File: src/rtl/kodd_vec_pkg.sv
// Shared types for the vector memory sequencer: lane indexing, FSM states and lane vectors.
package kodd_vec_pkg;

    localparam int LANES  = 4;
    localparam int DW     = 32;
    localparam int LANE_W = $clog2(LANES);

    typedef logic [LANE_W-1:0] lane_idx_t;

    typedef enum logic [1:0] {
        IDLE,
        ISSUE,
        LAST,
        DONE
    } vms_state_t;

    typedef logic [LANES-1:0][DW-1:0] lane_vec_t;

endpackage

File: src/rtl/vms_next_lane.sv
// Finds the next enabled lane above (or, with incl, at) the current index.
// The mask port exists only when VMS_LANE_MASK_EN is defined; otherwise lanes simply count up.
module vms_next_lane #(
    parameter int LANES = 4,
    parameter int LW    = $clog2(LANES)
) (
`ifdef VMS_LANE_MASK_EN
    input  logic [LANES-1:0] mask,
`endif
    input  logic [LW-1:0]    cur,
    input  logic             incl,
    output logic [LW-1:0]    nxt,
    output logic             none
);

`ifdef VMS_LANE_MASK_EN
    // Scan downwards so the lowest qualifying lane wins.
    always_comb begin
        nxt  = '0;
        none = 1'b1;
        for (int i = LANES - 1; i >= 0; i--) begin
            if (mask[i] && ((i > int'(cur)) || (incl && (i == int'(cur))))) begin
                nxt  = LW'(i);
                none = 1'b0;
            end
        end
    end
`else
    assign nxt  = incl ? cur : cur + 1'b1;
    assign none = !incl && (cur == LW'(LANES - 1));
`endif

endmodule

File: src/rtl/vec_mem_sequencer.sv
// Serialises a multi-lane vector load/store onto a single-ported data RAM, one lane per cycle.
// Optional lane masking is compiled in with VMS_LANE_MASK_EN.
module vec_mem_sequencer #(
    parameter int LANES = 4,
    parameter int DW    = 32,
    parameter int AW    = 32
) (
    input  logic                clk,
    input  logic                reset,
    input  logic                vec_req_i,
    input  logic                vec_we_i,
    input  logic [LANES*AW-1:0] vec_addr_i,
    input  logic [LANES*DW-1:0] vec_wdata_i,
`ifdef VMS_LANE_MASK_EN
    input  logic [LANES-1:0]    vec_mask_i,
`endif
    output logic [LANES*DW-1:0] vec_rdata_o,
    output logic                vec_done_o,
    input  logic                sc_req_i,
    input  logic                sc_we_i,
    input  logic [AW-1:0]       sc_addr_i,
    input  logic [DW-1:0]       sc_wdata_i,
    output logic [DW-1:0]       sc_rdata_o,
    output logic                mem_en_o,
    output logic                mem_we_o,
    output logic [AW-1:0]       mem_addr_o,
    output logic [DW-1:0]       mem_wdata_o,
    input  logic [DW-1:0]       mem_rdata_i,
    output logic                stall_o,
    output logic                err_o
);
    import kodd_vec_pkg::*;

    localparam int LW = $clog2(LANES);

    vms_state_t          state, state_nxt;
    logic [LW-1:0]       cnt;
    logic                we_q;
    logic [LANES*AW-1:0] addr_q;
    logic [LANES*DW-1:0] wdata_q;
    logic [LANES*DW-1:0] rdata_q;
    logic                rd_pend;
    logic [LW-1:0]       rd_lane;
    logic                err_q;
    logic [LW-1:0]       first_lane, next_lane;
    logic                first_none, next_none;

`ifdef VMS_LANE_MASK_EN
    logic [LANES-1:0]    mask_q;

    vms_next_lane #(.LANES(LANES), .LW(LW)) u_first (
        .mask (vec_mask_i),
        .cur  ('0),
        .incl (1'b1),
        .nxt  (first_lane),
        .none (first_none)
    );

    vms_next_lane #(.LANES(LANES), .LW(LW)) u_next (
        .mask (mask_q),
        .cur  (cnt),
        .incl (1'b0),
        .nxt  (next_lane),
        .none (next_none)
    );
`else
    vms_next_lane #(.LANES(LANES), .LW(LW)) u_first (
        .cur  ('0),
        .incl (1'b1),
        .nxt  (first_lane),
        .none (first_none)
    );

    vms_next_lane #(.LANES(LANES), .LW(LW)) u_next (
        .cur  (cnt),
        .incl (1'b0),
        .nxt  (next_lane),
        .none (next_none)
    );
`endif

    always_ff @(posedge clk) begin
        if (!reset) begin
            state <= IDLE;
        end else begin
            state <= state_nxt;
        end
    end

    always_comb begin
        state_nxt = state;
        case (state)
            IDLE:    if (vec_req_i) state_nxt = first_none ? DONE : ISSUE;
            ISSUE:   if (next_none) state_nxt = we_q ? DONE : LAST;
            LAST:    state_nxt = DONE;
            DONE:    state_nxt = IDLE;
            default: state_nxt = IDLE;
        endcase
    end

    // Scalar traffic owns the RAM only while idle and no vector is being accepted.
    always_comb begin
        mem_en_o    = 1'b0;
        mem_we_o    = 1'b0;
        mem_addr_o  = addr_q[int'(cnt)*AW +: AW];
        mem_wdata_o = wdata_q[int'(cnt)*DW +: DW];
        stall_o     = 1'b0;
        vec_done_o  = 1'b0;
        case (state)
            IDLE: begin
                if (vec_req_i) begin
                    stall_o = 1'b1;
                end else begin
                    mem_en_o    = sc_req_i;
                    mem_we_o    = sc_req_i & sc_we_i;
                    mem_addr_o  = sc_addr_i;
                    mem_wdata_o = sc_wdata_i;
                end
            end
            ISSUE: begin
                mem_en_o = 1'b1;
                mem_we_o = we_q;
                stall_o  = 1'b1;
            end
            LAST:    stall_o = 1'b1;
            DONE:    vec_done_o = 1'b1;
            default: ;
        endcase
    end

    always_ff @(posedge clk) begin
        if (!reset) begin
            cnt     <= '0;
            we_q    <= 1'b0;
            addr_q  <= '0;
            wdata_q <= '0;
            rdata_q <= '0;
            rd_pend <= 1'b0;
            rd_lane <= '0;
            err_q   <= 1'b0;
`ifdef VMS_LANE_MASK_EN
            mask_q  <= '0;
`endif
        end else begin
            rd_pend <= 1'b0;
            // RAM data arrives one cycle after the issue that requested it.
            if (rd_pend) begin
                rdata_q[int'(rd_lane)*DW +: DW] <= mem_rdata_i;
            end
            if (sc_req_i && ((state != IDLE) || vec_req_i)) begin
                err_q <= 1'b1;
            end
            case (state)
                IDLE: begin
                    if (vec_req_i) begin
                        we_q    <= vec_we_i;
                        addr_q  <= vec_addr_i;
                        wdata_q <= vec_wdata_i;
                        cnt     <= first_lane;
`ifdef VMS_LANE_MASK_EN
                        mask_q  <= vec_mask_i;
                        for (int k = 0; k < LANES; k++) begin
                            if (!vec_mask_i[k]) rdata_q[k*DW +: DW] <= '0;
                        end
`endif
                    end
                end
                ISSUE: begin
                    rd_pend <= !we_q;
                    rd_lane <= cnt;
                    cnt     <= next_none ? '0 : next_lane;
                end
                default: ;
            endcase
        end
    end

    assign vec_rdata_o = rdata_q;
    assign sc_rdata_o  = mem_rdata_i;
    assign err_o       = err_q;

endmodule

File: config.mk
export PLATFORM = sky130hd
export DESIGN_NAME = vec_mem_sequencer
export DESIGN_NICKNAME = d
export VERILOG_FILES = /design/src/rtl/kodd_vec_pkg.sv /design/src/rtl/vms_next_lane.sv /design/src/rtl/vec_mem_sequencer.sv
export SDC_FILE = /design/constraint.sdc
export NUM_CORES = 1
export LEC_CHECK = 0
export BUFFER_PORTS_ARGS = -buffer_cell sky130_fd_sc_hd__buf_4
export CAP_MARGIN = 20
export CORE_AREA = 10 10 222 224
export CTS_CLUSTER_SIZE = 12
export DETAILED_ROUTE_END_ITERATION = 10
export DIE_AREA = 0 0 232 234
export GPL_ROUTABILITY_DRIVEN = 0
export HOLD_SLACK_MARGIN = 0.08
export PLACE_DENSITY = 0.73
export SYNTH_ARGS = -nofsm -noshare
export SYNTH_HDL_FRONTEND = slang
export SYNTH_SLANG_ARGS = --single-unit
File: constraint.sdc
create_clock -name clk -period 2.5 [get_ports clk]
set_input_delay 0.625 -clock clk [delete_from_list [all_inputs] [get_ports clk]]
set_output_delay 0.625 -clock clk [all_outputs]
set_load 0.05 [all_outputs]
==> run metrics, run 1 <==
register area share after synthesis 45.9%; clk_lat worst skew 0.56 ns; max-slew violations 0; Multi-input gate area 8920 µm²; # fillers 3,988; max frequency 355 MHz; outcome finished, violations left; Syn Inst Count 2,086; post-synth cell types 35; EDFF count, synth 0; CP required 1.88 ns; crit-path max FO 18; Worst Slack Setup Final -0.315 ns; Layout Skew 0.0149 ns; Total Routing Usage GR 23.6%; VDD IR max 0.831 mV; floorplan row count 78; relative slew slack 64.1%; initial antenna violation count 9; DRC viols 0; hold bufs inserted after CTS 0; Tcrit/Tclk final 113%; vias in the first global route 17,200; Clock Tree Root clkbuf_16; yosys warns 0; Clock transition at path regs 0.06 ns; final WL 68,000 µm; Setup Crit Path Kind flop to output port; Syn Nets 2,454; Core ar. 44,900 µm²; pre-CTS setup slack -0.0962 ns; CP startpoint kind flop; r2r setup slk 0.33 ns; Final setup viols 66; antenna viol nets, final 0; Least-Margin Pin Slew 0.523 ns; maxcap violations 0; Vias/cell 5.33; worst path arrival time 2.19 ns; Tmin final 2.81 ns; Die W 232 µm; Via Count 17,100; grt total ovfl 0; Synth Cell Area 17,100 µm²; H-tree Lvls 2; Initial Util 38.2%; TritonCTS clock tree built; DR iter-0 viols 1,261; fin cells 3,217; Synth Register Bits 393; HP Class input port to flop; nets@finish 2,949; router iterations before antenna repair 5; Register Area 7880 µm²; full die area 54,300 µm²; asr flop ratio synth 0%; Die Y 234 µm; RSZ-0062 raised after global routing yes; Synth Flop Type dfxtp_1; hold_ws 0.314 ns; placed insts 3,127; P_leak 9.64 nW; IO buf count 586; I/O Pins 587; total CTS buffers 43; commonest cells after routing, fill and taps aside nand2_1, buf_4, dfxtp_1; Longest Clk Path Bufs 3; failing checks setup timing; global-route wire length before repair 101,000 µm; final hold vios 0; Area Overhead vs Synth 43.5%; Sink Count 393; Syn Area/Cell 8.22 µm²; nature of the critical path endpoint output port; wire length per cell 21.1 µm; commonest non-fill, non-tap cell in the layout nand2_1; Power Density 1050 nW/µm²; DP HPWL 49,700 µm; fraction of layout cells with a size suffix above 1 31.2%; largest net degree at the start of global routing 100
## kinds of logic (layout without fill, tap and decap cells)
group                      after synthesis  after routing  synth area share (%)
muxes                                  131            131                  7.65
DFF                                    393            393                  45.9
AOI/OAI and AO/OA                      459            459                  17.5
and+or+nand+nor                        865            865                  21.6
buffers and inverters                  228            754                  6.60
adders and majority gates               10             10                 0.730
other                                    0              5                     0
## synth_stat cells, types with 2 or more instances
cell,n,share of area (%)
nand2_1,621,14
dfxtp_1,393,46
a21oi_1,357,10
mux2i_1,131,7.7
nor2_1,99,2.2
clkbuf_1,89,1.9
buf_2,79,2.3
nand4_1,64,2.3
a221oi_2,60,5.3
nand3_1,38,1.1
buf_4,33,1.4
a22oi_1,26,1.1
and4b_1,26,1.5
buf_1,14,0.31
ha_1,10,0.73
buf_6,7,0.46
inv_1,6,0.13
a221oi_1,5,0.26
o21ai_0,5,0.15
and2_1,4,0.15
a21o_1,2,0.088
a32oi_1,2,0.10
nand2b_1,2,0.073
nand4b_1,2,0.10
## worst max-delay path, stage by stage (launching register included)
cell	delay, ns
dfxtp_2	0.32
inv_2	0.08
ha_4	0.16
nand2b_4	0.05
and2_4	0.23
buf_12	0.20
a221oi_4	0.35
buf_6	0.20
## path summary, 6_finish.rpt
path | end | startpoint | depth (start not counted)
max | mem_wdata_o[27] | state[1] | 7
min | wdata_q[80] | vec_wdata_i[80] | 3
max reg2reg | vec_rdata_o[73] | rd_lane[1] | 6
min reg2reg | vec_rdata_o[11] | vec_rdata_o[11] | 2
## final cells by class
| cell class | instances | area share [%] |
|---|---|---|
| Multi-Input combinational cell | 1465 | 36.3 |
| Sequential cell | 393 | 32.0 |
| Timing Repair Buffer | 672 | 23.0 |
| Clock buffer | 66 | 5.14 |
| Tap cell | 600 | 3.05 |
| Clock inverter | 10 | 0.331 |
| Inverter | 6 | 0.122 |
| Antenna cell | 5 | 0.0509 |
## sequential cells by signal, summed over array words and instances, names as in the netlist
name and count:
vec_rdata_o 128, err_o 1, rd_lane 2, we_q 1
state 2, addr_q 128, cnt 2, rd_pend 1
wdata_q 128
## per-layer routing
metal / vias up / track usage (%) / wire (µm)
met5: - / 0 / 52
met4: 8 / 11.3 / 3000
met3: 153 / 7.94 / 6770
met2: 737 / 39.1 / 32200
met1: 8142 / 27.2 / 26000
li1: 8108 / - / -
## where the power goes
part / switching, mW / total [mW] / internal, mW
Combinational: 7.34 / 11.9 / 4.57
Sequential: 0.486 / 7.65 / 7.16
Clock: 2.56 / 6.14 / 3.58
Total: 10.4 / 25.7 / 15.3
## stage by stage
| stage | cell area [µm²] | utilization, % | power [mW] | setup TNS (ns) |
|---|---|---|---|---|
| detailed placement | 22800 | 50.8 | 18.9 | -1.14 |
| CTS | 24500 | 54.7 | 25.7 | -18.22 |
| global route | 24600 | 54.8 | 26.8 | -22.38 |
| floorplan | 17900 | - | 15.4 | -2.54 |
| global placement | 22800 | 50.8 | 18.7 | -0.358 |
| finish | 24600 | 54.8 | 25.7 | -17.26 |
## repair_timing
item,CTS,global route
buffers inserted,7,0
gates resized for setup,82,2
pin swaps,13,9
setup endpoints to repair,67,66
gates cloned,1,1
(Power assumes the default switching activity.)
==> run 2: changes to the inputs <==
--- a/config.mk
+++ b/config.mk
@@ -5,15 +5,16 @@
 export SDC_FILE = /design/constraint.sdc
 export NUM_CORES = 1
 export LEC_CHECK = 0
+export ABC_AREA = 1
 export BUFFER_PORTS_ARGS = -buffer_cell sky130_fd_sc_hd__buf_4
 export CAP_MARGIN = 20
-export CORE_AREA = 10 10 222 224
+export CORE_AREA = 3 3 225 227
 export CTS_CLUSTER_SIZE = 12
 export DETAILED_ROUTE_END_ITERATION = 10
-export DIE_AREA = 0 0 232 234
+export DIE_AREA = 0 0 228 230
 export GPL_ROUTABILITY_DRIVEN = 0
 export HOLD_SLACK_MARGIN = 0.08
-export PLACE_DENSITY = 0.73
+export PLACE_DENSITY = 0.69
 export SYNTH_ARGS = -nofsm -noshare
 export SYNTH_HDL_FRONTEND = slang
 export SYNTH_SLANG_ARGS = --single-unit
==> run 2 against run 1 <==
Compared with the run above:
- the flow still finishes with violations (setup timing)
- sequential share of layout area decreased by 0.46 points
- non-clock buffer count decreased by 9
- sequential power increased by 4.6%
- clock skew increased by 0.00088 ns
- synthesized cell count increased by 22%
- combinational power increased by 10%
- cell area increased by 1.5%
- largest power group unchanged
==> run metrics, run 2 <==
outcome finished, violations left; failing checks setup timing; Final setup viols 65 (-1.5%); CP required 1.88 ns (about the same); router iterations before antenna repair 5 (unchanged); Commonest cells post-synth nand2_1, dfxtp_1, a21oi_1, inv_1, o21ai_0; Core ar. 48,800 µm² (+8.8%); Syn Area/Cell 6.93 µm² (-16%); global-route wire length before repair 99,100 µm (-1.6%); Pint 15.9 mW (+3.9%); relative slew slack 30.8% (-33 points); worst path arrival time 2.07 ns (-0.12 ns); overall power 27.3 mW (+6.4%); Syn Inst Count 2,547 (+22%); vias in the first global route 17,000 (-0.95%); nets@finish 3,399 (+15%); Least-Margin Pin Slew 1.04 ns (+0.513 ns); Power Density 1100 nW/µm² (+4.8%); initial antenna violation count 5 (-4); most common cell in the netlist nand2_1; P_leak 11.6 nW (+20%); max-slew violations 0 (unchanged); wire length per cell 17.9 µm (-15%); share of power burned in registers 29.2% (-0.6 points); asr flop ratio synth 0% (unchanged); Longest Clk Path Bufs 3 (unchanged); Clock Tree Root clkbuf_16; IO buf count 586 (unchanged); Sink Count 393 (unchanged); maxcap violations 0 (unchanged); clock share of power 23.0% (-0.9 points); Total Routing Usage GR 23.7% (+0.076 points); fin util 51.1% (-3.7 points); yosys warns 0 (unchanged); Setup Crit Path Kind flop to output port; register area share after synthesis 44.6% (-1.3 points); Layout Skew 0.0158 ns (+0.000876 ns); fraction of layout cells with a size suffix above 1 29.4% (-1.9 points); total CTS buffers 43 (unchanged); final hold vios 0 (unchanged); RSZ-0062 raised after global routing yes; Initial Util 36.1% (-2.1 points); Synth Register Bits 393 (unchanged); Die W 228 µm (-1.7%); clk_lat worst skew 0.55 ns (about the same); grt total ovfl 0 (unchanged); Synth Cell Area 17,600 µm² (+2.9%); Synth Flop Type dfxtp_1; HP Class input port to flop; max frequency 371 MHz (+4.4%); I/O Pins 587 (unchanged); hold bufs inserted after CTS 0 (unchanged); Worst Slack Setup Final -0.196 ns (+0.118 ns); VDD IR max 0.743 mV (-11%); Vias/cell 4.95 (-7.1%); commonest cells after routing, fill and taps aside buf_4, nand2_1, a21oi_1, dfxtp_1, inv_1; H-tree Lvls 2 (unchanged); CP startpoint kind flop; logic gate share of total power 47.8% (+1.5 points); full die area 52,400 µm² (-3.4%); Tmin final 2.70 ns (-0.118 ns); Synth area leader dfxtp_1; Sw Share 41.8% (+1.4 points); TritonCTS clock tree built; Syn Nets 2,915 (+19%); EDFF count, synth 0 (unchanged); r2r setup slk 0.46 ns (+0.13 ns); post-synth top area share 44.6% (-1.3 points); DRC viols 0 (unchanged); Tcrit/Tclk final 108% (-4.7 points); antenna viol nets, final 0 (unchanged); synth top area cells dfxtp_1, nand2_1, a21oi_1; commonest non-fill, non-tap cell in the layout buf_4; Via Count 18,500 (+7.6%); pre-CTS setup slack 0.126 ns (+0.223 ns); # fillers 4,769 (+20%); Die Y 230 µm (-1.7%); DR iter-0 viols 1,318 (+4.5%); largest net degree at the start of global routing 215 (+110%); crit-path max FO 8 (-10); Clock transition at path regs 0.06 ns (about the same); nature of the critical path endpoint output port; final WL 66,600 µm (-2.1%); floorplan row count 81 (+3.8%); DP HPWL 43,400 µm (-13%); post-synth cell types 22 (-37%); Net Switching 11.4 mW (+10%); Area Overhead vs Synth 41.5%
[run 2: cell families after synthesis]
kind of cell               synth area share [%]
adders and majority gates                 0.709
DFF                                        44.6
and+or+nand+nor                            21.3
buffers and inverters                      13.9
AOI/OAI and AO/OA                          19.5
[run 2: path summary, 6_finish.rpt]
kind	start	to	depth (start not counted)
max reg2reg	state[0]	wdata_q[63]	7
min	sc_req_i	err_o	3
min reg2reg	addr_q[92]	addr_q[92]	2
max	state[0]	mem_wdata_o[7]	9
[run 2: power groups by stage]
stage | registers, mW | clock network (mW) | logic [mW]
after floorplan | 8.29 | 0 | 7.56
after CTS | 7.99 | 6.43 | 12.4
after detailed placement | 8.11 | 0 | 11.0
after global placement | 8.08 | 0 | 11.0
final | 8.00 | 6.28 | 13.1
after global routing | 8.11 | 6.66 | 14.1
[run 2: cell type report]
type                            instances  area, µm²  share of cell area, %
Multi-Input combinational cell       1566       7700                   30.8
Clock buffer                           65       1260                   5.05
Sequential cell                       393       7880                   31.6
Tap cell                              664        831                   3.33
Antenna cell                            3       7.51                 0.0301
Timing Repair Buffer                  663       5800                   23.2
Inverter                              364       1370                   5.50
Clock inverter                          9        113                  0.451
[run 2: metrics by stage]
step | hold slack [ns] | instance area, µm² | TNS (ns) | cells
after floorplan | 0.423 | 17600 | 0 | 2547
after global placement | 0.437 | 22400 | 0 | 3618
after detailed placement | 0.442 | 22400 | 0 | 3618
final | 0.325 | 25000 | -8.39 | 3727
after CTS | 0.287 | 24600 | -12.47 | 3718
after global routing | 0.304 | 25000 | -13.41 | 3726
[run 2: worst max-delay path: stages, from the launching register on]
cell       delay [ns]
dfxtp_4          0.35
inv_4            0.06
ha_4             0.16
nand2_8          0.08
buf_12           0.17
clkbuf_16        0.18
or2_4            0.24
nand2_2          0.08
inv_2            0.03
buf_6            0.14
[run 2: timing repair]
| item | CTS | global route |
|---|---|---|
| gates resized for setup | 139 | 119 |
| hold endpoints to repair | 0 | 0 |
| setup endpoints to repair | 67 | 66 |
| buffers inserted | 18 | 5 |
| cloned | 8 | 4 |
| pin swaps | 9 | 31 |
[run 2: metal layers]
metal  share of wire [%]  up-vias  global-route usage, %
met5               0.047        -                      0
met4                 3.7        4                   8.84
met3                 9.2      145                   6.43
met2                  46      761                   38.4
met1                  41     8492                   30.3
li1                    -     9055                      -
